===== src/rtl/fifo_width_upsizer.sv =====
// Packs Ratio narrow beats popped from a FIFO into one wide word.
// in_last_i closes a word early. The accumulator and the output register let a word be handed off while the next one fills.
module fifo_width_upsizer #(
  parameter  int unsigned DataWidth = 4,
  parameter  int unsigned Ratio     = 4,
  localparam int unsigned OutWidth  = DataWidth * Ratio,
  localparam int unsigned CntWidth  = $clog2(Ratio + 1)
) (
  input  logic                clk_i,
  input  logic                reset_ni,
  input  logic                in_valid_i,
  output logic                in_ready_o,
  input  logic [DataWidth-1:0] in_data_i,
  input  logic                in_last_i,
  output logic                out_valid_o,
  input  logic                out_ready_i,
  output logic [OutWidth-1:0] out_data_o,
  output logic [CntWidth-1:0] out_count_o,
  output logic                out_last_o
);

  if (Ratio < 2) begin : g_bad_ratio
    $error("fifo_width_upsizer: Ratio must be >= 2");
  end

  typedef enum logic {FILL, DONE} state_e;

  state_e              state_q, state_d;
  logic [OutWidth-1:0] acc_q, acc_d;
  logic [CntWidth-1:0] idx_q, idx_d;
  logic [CntWidth-1:0] cnt_q, cnt_d;
  logic                last_q, last_d;
  logic                out_valid_q, out_valid_d;
  logic [OutWidth-1:0] out_data_q, out_data_d;
  logic [CntWidth-1:0] out_count_q, out_count_d;
  logic                out_last_q, out_last_d;

  logic xfer;
  logic in_ready;
  logic in_fire;

  always_comb begin
    xfer     = (state_q == DONE) && (!out_valid_q || out_ready_i);
    in_ready = (state_q == FILL) || xfer;
    in_fire  = in_valid_i && in_ready;

    state_d     = state_q;
    acc_d       = acc_q;
    idx_d       = idx_q;
    cnt_d       = cnt_q;
    last_d      = last_q;
    out_valid_d = out_valid_q;
    out_data_d  = out_data_q;
    out_count_d = out_count_q;
    out_last_d  = out_last_q;

    if (out_valid_q && out_ready_i) begin
      out_valid_d = 1'b0;
    end

    if (xfer) begin
      out_valid_d = 1'b1;
      out_data_d  = acc_q;
      out_count_d = cnt_q;
      out_last_d  = last_q;
      acc_d       = '0;
      idx_d       = '0;
      state_d     = FILL;
    end

    // A beat taken on the transfer edge sees the freshly cleared accumulator.
    if (in_fire) begin
      for (int unsigned k = 0; k < Ratio; k++) begin
        if (CntWidth'(k) == idx_d) begin
          acc_d[k*DataWidth +: DataWidth] = in_data_i;
        end
      end
      if (idx_d == CntWidth'(Ratio - 1) || in_last_i) begin
        state_d = DONE;
        cnt_d   = idx_d + CntWidth'(1);
        last_d  = in_last_i;
      end else begin
        idx_d = idx_d + CntWidth'(1);
      end
    end
  end

  always_ff @(posedge clk_i or negedge reset_ni) begin
    if (!reset_ni) begin
      state_q     <= FILL;
      acc_q       <= '0;
      idx_q       <= '0;
      cnt_q       <= '0;
      last_q      <= 1'b0;
      out_valid_q <= 1'b0;
      out_data_q  <= '0;
      out_count_q <= '0;
      out_last_q  <= 1'b0;
    end else begin
      state_q     <= state_d;
      acc_q       <= acc_d;
      idx_q       <= idx_d;
      cnt_q       <= cnt_d;
      last_q      <= last_d;
      out_valid_q <= out_valid_d;
      out_data_q  <= out_data_d;
      out_count_q <= out_count_d;
      out_last_q  <= out_last_d;
    end
  end

  assign in_ready_o  = in_ready;
  assign out_valid_o = out_valid_q;
  assign out_data_o  = out_data_q;
  assign out_count_o = out_count_q;
  assign out_last_o  = out_last_q;

endmodule


===== config.mk =====
export PLATFORM = sky130hd
export DESIGN_NAME = fifo_width_upsizer
export DESIGN_NICKNAME = d
export VERILOG_FILES = /design/src/rtl/fifo_width_upsizer.sv
export SDC_FILE = /design/constraint.sdc
export NUM_CORES = 1
export LEC_CHECK = 0
export ABC_AREA = 1
export CAP_MARGIN = 20
export CORE_ASPECT_RATIO = 2
export CORE_MARGIN = 3
export CORE_UTILIZATION = 55
export DETAILED_ROUTE_END_ITERATION = 6
export GPL_TIMING_DRIVEN = 0
export PLACE_DENSITY = 0.84
export SLEW_MARGIN = 20
export SYNTH_ARGS = -nofsm -noshare
export SYNTH_HDL_FRONTEND = slang
export SYNTH_SLANG_ARGS = --single-unit

===== constraint.sdc =====
create_clock -name clk_i -period 3.61 [get_ports clk_i]
set_input_delay 0.722 -clock clk_i [delete_from_list [all_inputs] [get_ports clk_i]]
set_output_delay 0.722 -clock clk_i [all_outputs]
set_load 0.02 [all_outputs]

# After elaboration in Yosys (flattened, before gate mapping)
# Index checks and enable logic that the tools add are counted.
op_classes:
  add_sub_neg: 1
  eq_ne: 4
  muxes: 14
  n_bitwise: 1
  reduce_logical: 10
op_table:
  columns: ["cell", "count"]
  rows:
  - ["2-to-1 mux 16 bit", 2]
  - ["2-to-1 mux 4 bit", 4]
  - ["2-to-1 mux 3 bit", 3]
  - ["== test 2 x 3 -> 1 bit (first input constant)", 2]
  - ["2-to-1 mux 1 bit", 5]
  - ["adder 3 x 1 -> 3 bit (second input constant)", 1]
  - ["== test 1 x 3 -> 1 bit (first input constant)", 1]
  - ["== test 3 x 2 -> 1 bit (second input constant)", 1]
  - ["logical AND 1 bit", 3]
  - ["logical NOT 3 bit", 1]
  - ["logical OR 1 bit", 3]
  - ["AND reduction 2 bit", 1]
  - ["nonzero test 2 bit", 1]
  - ["logical NOT 1 bit", 1]
  - ["inverter 1 bit", 1]
totals:
  reg_bits: 45
  in_bits: 9
  output_inout_bits: 22
  wordCells: 39

# Logic depth before layout (Yosys ltp)
# Gate-level depths: netlist of the first run.
depth:
  depth_word: 8
  mapped_depth: 12
  mapped_depth_nobuf: 11

# Worst setup path before layout of the first run
# OpenSTA, ideal clock, no wires.
synth_path:
  path_kind: "in2reg"
  startpoint: "in out_ready_i"
  endpoint: "reg idx_q[1]"
  setup_time_ps: 76
  t_arrival_ps: 2048
  required_time_ps: 3534
  setup_slack_ps: 1486
  cell_stages: 12
  path_buffers: 2
  cell_sequence: "inv_2 nand2_1 nand2_2 buf_6 buf_2 nand2_1 ha_1 nor2_1 nand3_1 nor2_2 nand2_1 o21ai_1"
synth_between:
  elab_chain_len: 7
  elab_cells_between_ends: 10
  classes_between: "add/sub: 1; eq/ne: 1; mux: 3; reduce/logical: 5"
synth_rtl:
  columns: ["item", "line", "rtl"]
  rows:
  - ["start, declared", "16", "input logic out_ready_i,"]
  - ["logical OR 1 bit *", "43", "xfer = (state_q == DONE) && (!out_valid_q || out_ready_i);"]
  - ["logical AND 1 bit *", "43", null]
  - ["branches (longest 4 deep; another with adder 3 x 1 -> 3 bit)", null, null]
  - ["2-to-1 mux 3 bit *", "72", "if (in_fire) begin"]
  - ["net idx_d[1]", "30", "logic [CntWidth-1:0] idx_q, idx_d;"]
  - ["end signal, assigned", "102", "idx_q <= idx_d;"]
  - ["end, declared", "30", null]
# Mark *: on every way through the listed nets, which the timed path passes.
# A chain may end at the register's enable or synchronous reset.

# Worst setup path in the final report of the first run
layout_path:
  startpoint: "in out_ready_i"
  endpoint: "out in_ready_o"
layout_between:
  elab_chain_len: 3
layout_rtl:
  columns: ["item", "line", "rtl"]
  rows:
  - ["logical OR 1 bit", "43", null]
  - ["logical AND 1 bit", "43", null]
  - ["logical OR 1 bit", "44", "in_ready = (state_q == FILL) || xfer;"]
  - ["end, declared", "12", "output logic in_ready_o,"]
# Every way passes these cells.

==> reports/results.md, run 1 <==
| Result | This run |
|---|---|
| Nets | 265 |
| Data arrival at the endpoint of the critical path | 1970 ps |
| Sum of buffers and inverters on the critical path | 3 |
| Maximum buffer depth of the clock tree | 2 |
| Area after DPL | 2298 sq um |
| Post-cts sizing count | 0 |
| Post-CTS setup buffer count | 0 |
| DRC violation count after routing | 0 |
| CP required | 2890 ps |
| Detailed-route wire length per cell | 13.24 um |
| Share of the yosys chip area belonging to registers | 57.95% |
| Via count of the first global-routing pass | 1468 |
| Top cell type's share of synthesized area | 57.95% |
| Clock sink count | 45 |
| Largest stage delay on the critical path | 630 ps |
| Setup slack after placement | 765.5 ps |
| Met2 capacity usage during global routing | 36.50% |
| Unrepaired setup endpoints after global routing | no |
| Final period demand of the worst path | 2693 ps |
| Placeable core region | 3378 sq um |
| Endpoint class of the critical path | primary output |
| Count of distinct cell types in the synthesized netlist | 20 |
| Relative slew margins | 76.40% |
| Mean post-synth cell area | 8.954 sq um |
| Run status | finished, final reports clean |
| Synthesized net count | 227 |
| Area delta synth->final | 24.28% |
| Number of buffers created by CTS | 5 |
| Number of fill cells in the layout | 243 |
| Endpoint of the most critical setup path | in_ready_o |
| Post-Syn Instances | 217 |
| Diode insertion count for antenna repair | 0 |
| Power after layout | 1961 uW |
| Clock transition at path regs | 90 ps |
| Largest area contributor in the synthesized netlist | dfrtp_1 |
| Number of I/O pins | 31 |
| Final non-filler cell area | 2415 sq um |
| Count of H-tree levels built during CTS | 2 |
| Cell type with the highest occurrence count on the critical path | clkdlybuf4s50_1 |
| Gp weighted congestion | 0.8737 |
| Final-layout worst hold slack | 313.0 ps |
| Leading cell type in the layout, fill and taps excluded | nand2_1 |
| Type of the most critical hold path | input pin to async pin |
| Number of buffers added to fix hold violations after cts | 0 |
| Largest delay contributor family on the critical path | buffers and inverters |
| Number of DRC markers after the initial detailed-route iteration | 36 |
| PD cells | 812.2 nW/um^2 |
| Highest Clock Rate | 371.3 MHz |
| Fin. max-slew vios | 0 |
| Slowest stage cell on the critical path | clkdlybuf4s50_1 |
| Met3 Use GR | 4.008% |
| Most frequent cells in the layout | nand2_1 (77), dfrtp_1 (45), clkdlybuf4s50_1 (29) |
| GRT Residual Overflow | 0 |
| DRT Pass-1 Iters | 4 |
| Final setup margin | 916.7 ps |
| WP depth | 4 |
| Largest net degree at the start of global routing | 32 |
| Total leakage power | 0.001184 uW |
| Area contributors post-synth | dfrtp_1 (58%), nand2_1 (15%), o21ai_0 (7.0%), inv_1 (3.7%), nor2_1 (2.7%) |
| Critical path startpoint | out_ready_i |
| Launching point of the worst reg2reg path | out_valid_o |
| Wire length of the first global-routing pass | 6651 um |
| Global-route usage over all layers | 21.18% |
| Starting density of the core | 57.52% |
| Max FO, Critical Path | 5 |
| Setup TNS | 0 ps |
| Most crowded layer after global routing | met2 |
| Die X | 48.03 um |
| Detail Placement HPWL | 2796 um |
| Number of vias after detailed routing | 1513 |
| Max VDD drop | 0.0005632 V |
| Reg-to-reg setup timing slack | 1510 ps |
| Series of cell instances along the critical path | clkdlybuf4s50_1 > inv_2 > nand3_2 > clkdlybuf4s50_1 |
| Worst R2R Path Depth | 11 |
| Number of nets with antenna violations after detailed routing | 0 |
| Kind of critical path | input pin to primary output |
| Die height | 90.06 um |
| Source-to-sink clock delay at the later pin of the worst-skew pair | 300 ps |
| Worst Tran Pin Value | 354.0 ps |
| Global Route met1 Usage | 23.62% |
| Std-Cell Rows | 30 |
| Hold Vio Cnt, Final | 0 |
| Number of input and output port buffers inserted | 30 |
| Vias per cell | 5.253 |
| TritonCTS clock tree | done |
| Yosys Warn Count | 0 |
| Flops & latches, synth | 45 |
| Setup skew after layout | 7.505 ps |
| Final WL | 3813 um |
| Library cell used as clock root buffer | clkbuf_8 |
| Endpoint of the most critical register-to-register path | idx_q[1] |
| Final cycle utilization of the critical path | 74.61% |
| Post-Syn Area | 1943 sq um |
| Fraction of final layout cells sized beyond drive strength 1 | 12.50% |
| Critical path launch point type | input pin |
| Number of max-capacitance violations reported | 0 |
| Die Area | 4326 sq um |
| Number of antenna violations at the first check in global routing | 0 |
| Final setup violating endpoints | 0 |
metal layers:
layer	vias up	wire length [um]
met4	0	88
met3	9	121
li1	750	-
met1	717	1411
met5	-	0
met2	37	2191
report_power, final:
part / switching, uW / total [uW] / internal (uW)
Clock: 169 / 395 / 226
Combinational: 438 / 764 / 326
Sequential: 102 / 803 / 701
Total: 709 / 1960 / 1250
kinds of logic after synthesis:
family	after synthesis	share of synthesized area, %
and+or+nand+nor	110	26.08
DFF	45	57.95
AOI/OAI and AO/OA	32	8.435
buffers and inverters	28	6.439
xor gates and xnor gates	1	0.4508
adders and majority gates	1	0.6438
flip-flops by register name, summed over array words and instances, names as in the netlist:
name,flops
out_last_o,1
out_data_o,16
last_q,1
out_valid_o,1
out_count_o,3
acc_q,16
cnt_q,3
state_q,1
idx_q,3
Yosys cell counts, drive strengths merged:
cell type  instances
nor2              19
nand3              7
nand4              4
buf                6
ha                 1
o21ai             32
xor2               1
inv               22
dfrtp             45
nand2             80
final cells by class:
class | instances | area [sq um] | share of cell area, %
inverter | 22 | 82.58 | 3.420
tap | 32 | 40.04 | 1.658
sequential | 45 | 1126 | 46.63
clock buffer | 7 | 86.33 | 3.575
buffer | 6 | 42.54 | 1.762
clock inverter | 1 | 30.03 | 1.244
timing repair buffer | 31 | 315.3 | 13.06
multi-input combinational | 144 | 691.9 | 28.65
through the flow:
step	utilization (%)	instances
after floorplan	-	217
after global placement	67.59	279
after detailed placement	68.04	280
after CTS	71.48	288
after global routing	71.48	288
final	71.48	288
worst min path at each step:
stage | end | slack, ps | cells past startpoint | from
5_1_grt | out_data_o[0] | 330 | 1 | reset_ni
3_3_place_gp | out_data_o[15] | 460 | 2 | acc_q[15]
4_1_cts | out_data_o[13] | 330 | 1 | reset_ni
3_5_place_dp | out_data_o[15] | 460 | 2 | out_data_o[15]
2_1_floorplan | acc_q[0] | 430 | 0 | reset_ni
6_report | out_data_o[0] | 310 | 1 | reset_ni
Note: power is estimated with default switching activity, not from simulation.
==> run 2: changes to the inputs <==
- CORE_UTILIZATION: 55 -> 47
- PLACE_DENSITY: 0.84 -> 0.76
- clock period: 3.61 -> 2.4 ns (I/O delays scaled with it)
==> reports/results.md, run 2 (synthesized netlist as in run 1, its figures left out) <==
| Result | This run |
|---|---|
| Run status | finished, final reports clean |
| Count of H-tree levels built during CTS | 2 |
| Max FO, Critical Path | 5 |
| Number of vias after detailed routing | 1469 |
| Total leakage power | 0.001173 uW |
| Area delta synth->final | 24.21% |
| Std-Cell Rows | 32 |
| PD cells | 1173 nW/um^2 |
| Slowest stage cell on the critical path | clkdlybuf4s50_1 |
| Largest stage delay on the critical path | 620 ps |
| Diode insertion count for antenna repair | 0 |
| Largest net degree at the start of global routing | 30 |
| DRT Pass-1 Iters | 4 |
| Die X | 51.47 um |
| Wire length of the first global-routing pass | 6499 um |
| Number of DRC markers after the initial detailed-route iteration | 18 |
| Clock transition at path regs | 80 ps |
| Setup skew after layout | 6.881 ps |
| Largest delay contributor family on the critical path | buffers and inverters |
| Sum of buffers and inverters on the critical path | 3 |
| Final period demand of the worst path | 2192 ps |
| Number of buffers created by CTS | 5 |
| Number of max-capacitance violations reported | 0 |
| Data arrival at the endpoint of the critical path | 1710 ps |
| Type of the most critical hold path | input pin to async pin |
| Most frequent cells in the layout | nand2_1 (77), dfrtp_1 (45), clkdlybuf4s50_1 (29) |
| Max VDD drop | 0.0006029 V |
| Final WL | 3705 um |
| GRT Residual Overflow | 0 |
| Number of input and output port buffers inserted | 30 |
| TritonCTS clock tree | done |
| Kind of critical path | input pin to primary output |
| CP required | 1920 ps |
| Hold Vio Cnt, Final | 0 |
| Instance count after placement with tap cells included | 299 |
| Library cell used as clock root buffer | clkbuf_8 |
| Number of antenna violations at the first check in global routing | 0 |
| Vias per cell | 4.801 |
| Die height | 96.93 um |
| Core occupancy in the finished layout | 61.51% |
| Source-to-sink clock delay at the later pin of the worst-skew pair | 300 ps |
| Maximum buffer depth of the clock tree | 2 |
| Endpoint class of the critical path | primary output |
| Series of cell instances along the critical path | clkdlybuf4s50_1 > inv_2 > nand3_2 > clkdlybuf4s50_1 |
| DRC violation count after routing | 0 |
| Detail Placement HPWL | 2846 um |
| Placeable core region | 3924 sq um |
| Number of nets with antenna violations after detailed routing | 0 |
| Detailed-route wire length per cell | 12.11 um |
| Via count of the first global-routing pass | 1437 |
| Nets | 264 |
| Relative slew margins | 73.73% |
| Clock sink count | 45 |
| Post-CTS setup buffer count | 0 |
| Fraction of final layout cells sized beyond drive strength 1 | 12.55% |
| Fin. max-slew vios | 0 |
| Starting density of the core | 49.52% |
| Cell type with the highest occurrence count on the critical path | clkdlybuf4s50_1 |
| Gp weighted congestion | 0.8206 |
| Die Area | 4989 sq um |
| Filler-free cell count of the finished design | 306 |
| Unrepaired setup endpoints after global routing | no |
| Highest Clock Rate | 456.2 MHz |
| Final cycle utilization of the critical path | 91.33% |
| Worst Tran Pin Value | 394.1 ps |
| Number of I/O pins | 31 |
| Leading cell type in the layout, fill and taps excluded | nand2_1 |
| Final setup violating endpoints | 0 |
| Critical path launch point type | input pin |
| Global-route usage over all layers | 17.28% |
| Power after layout | 2831 uW |
-- run 2: metrics by stage --
step	setup WS (ps)	cell area (sq um)	hold slack, ps	TNS [ps]
final	208.2	2414	89.78	0
after global routing	129.2	2414	111.1	0
after CTS	107.2	2419	106.3	0
after detailed placement	-196.6	2322	431.4	-576.1
after global placement	-318.7	2307	459.9	-14720
after floorplan	518.1	1943	184.4	0
-- run 2: what timing repair did --
action,in CTS,in global routing
hold buffers,0,0
setup endpoints to repair,0,2
resized for setup,0,0
-- run 2: path summary, 6_finish.rpt --
kind	startpoint	endpoint	slack (ps)	depth (start not counted)
max in group asynchronous	reset_ni	acc_q[12]	1820	2
min	reset_ni	out_data_o[11]	90	1
max	out_ready_i	in_ready_o	210	4
min in group clk_i	cnt_q[2]	out_count_o[2]	480	2
min reg2reg	cnt_q[2]	out_count_o[2]	480	2
max reg2reg	out_valid_o	idx_q[1]	510	11
-- run 2: area by class of cell --
cell class / instances / area [sq um]
Buffer: 5 / 37.54
Clock buffer: 6 / 82.58
Clock inverter: 2 / 13.76
Fill cell: 366 / 1510
Inverter: 22 / 82.58
Multi-Input combinational cell: 144 / 691.9
Sequential cell: 45 / 1126
Tap cell: 51 / 63.81
Timing Repair Buffer: 31 / 315.3
-- run 2: power by group --
group	switching (uW)	total, uW	internal (uW)
registers	152	1210	1050
logic	653	1140	488
clock network	251	484	233
-- run 2: layer usage --
metal	track usage (%)	wire length [um]
met1	18.54	1378
met5	0	0
met4	8.081	109
met2	30.94	2076
met3	3.236	140
==> run 3: changes to the inputs <==
- SKIP_LAST_GASP: default -> 1
==> results of run 3 <==
No change in the layout: final DEF, timing and power equal those of run 2.
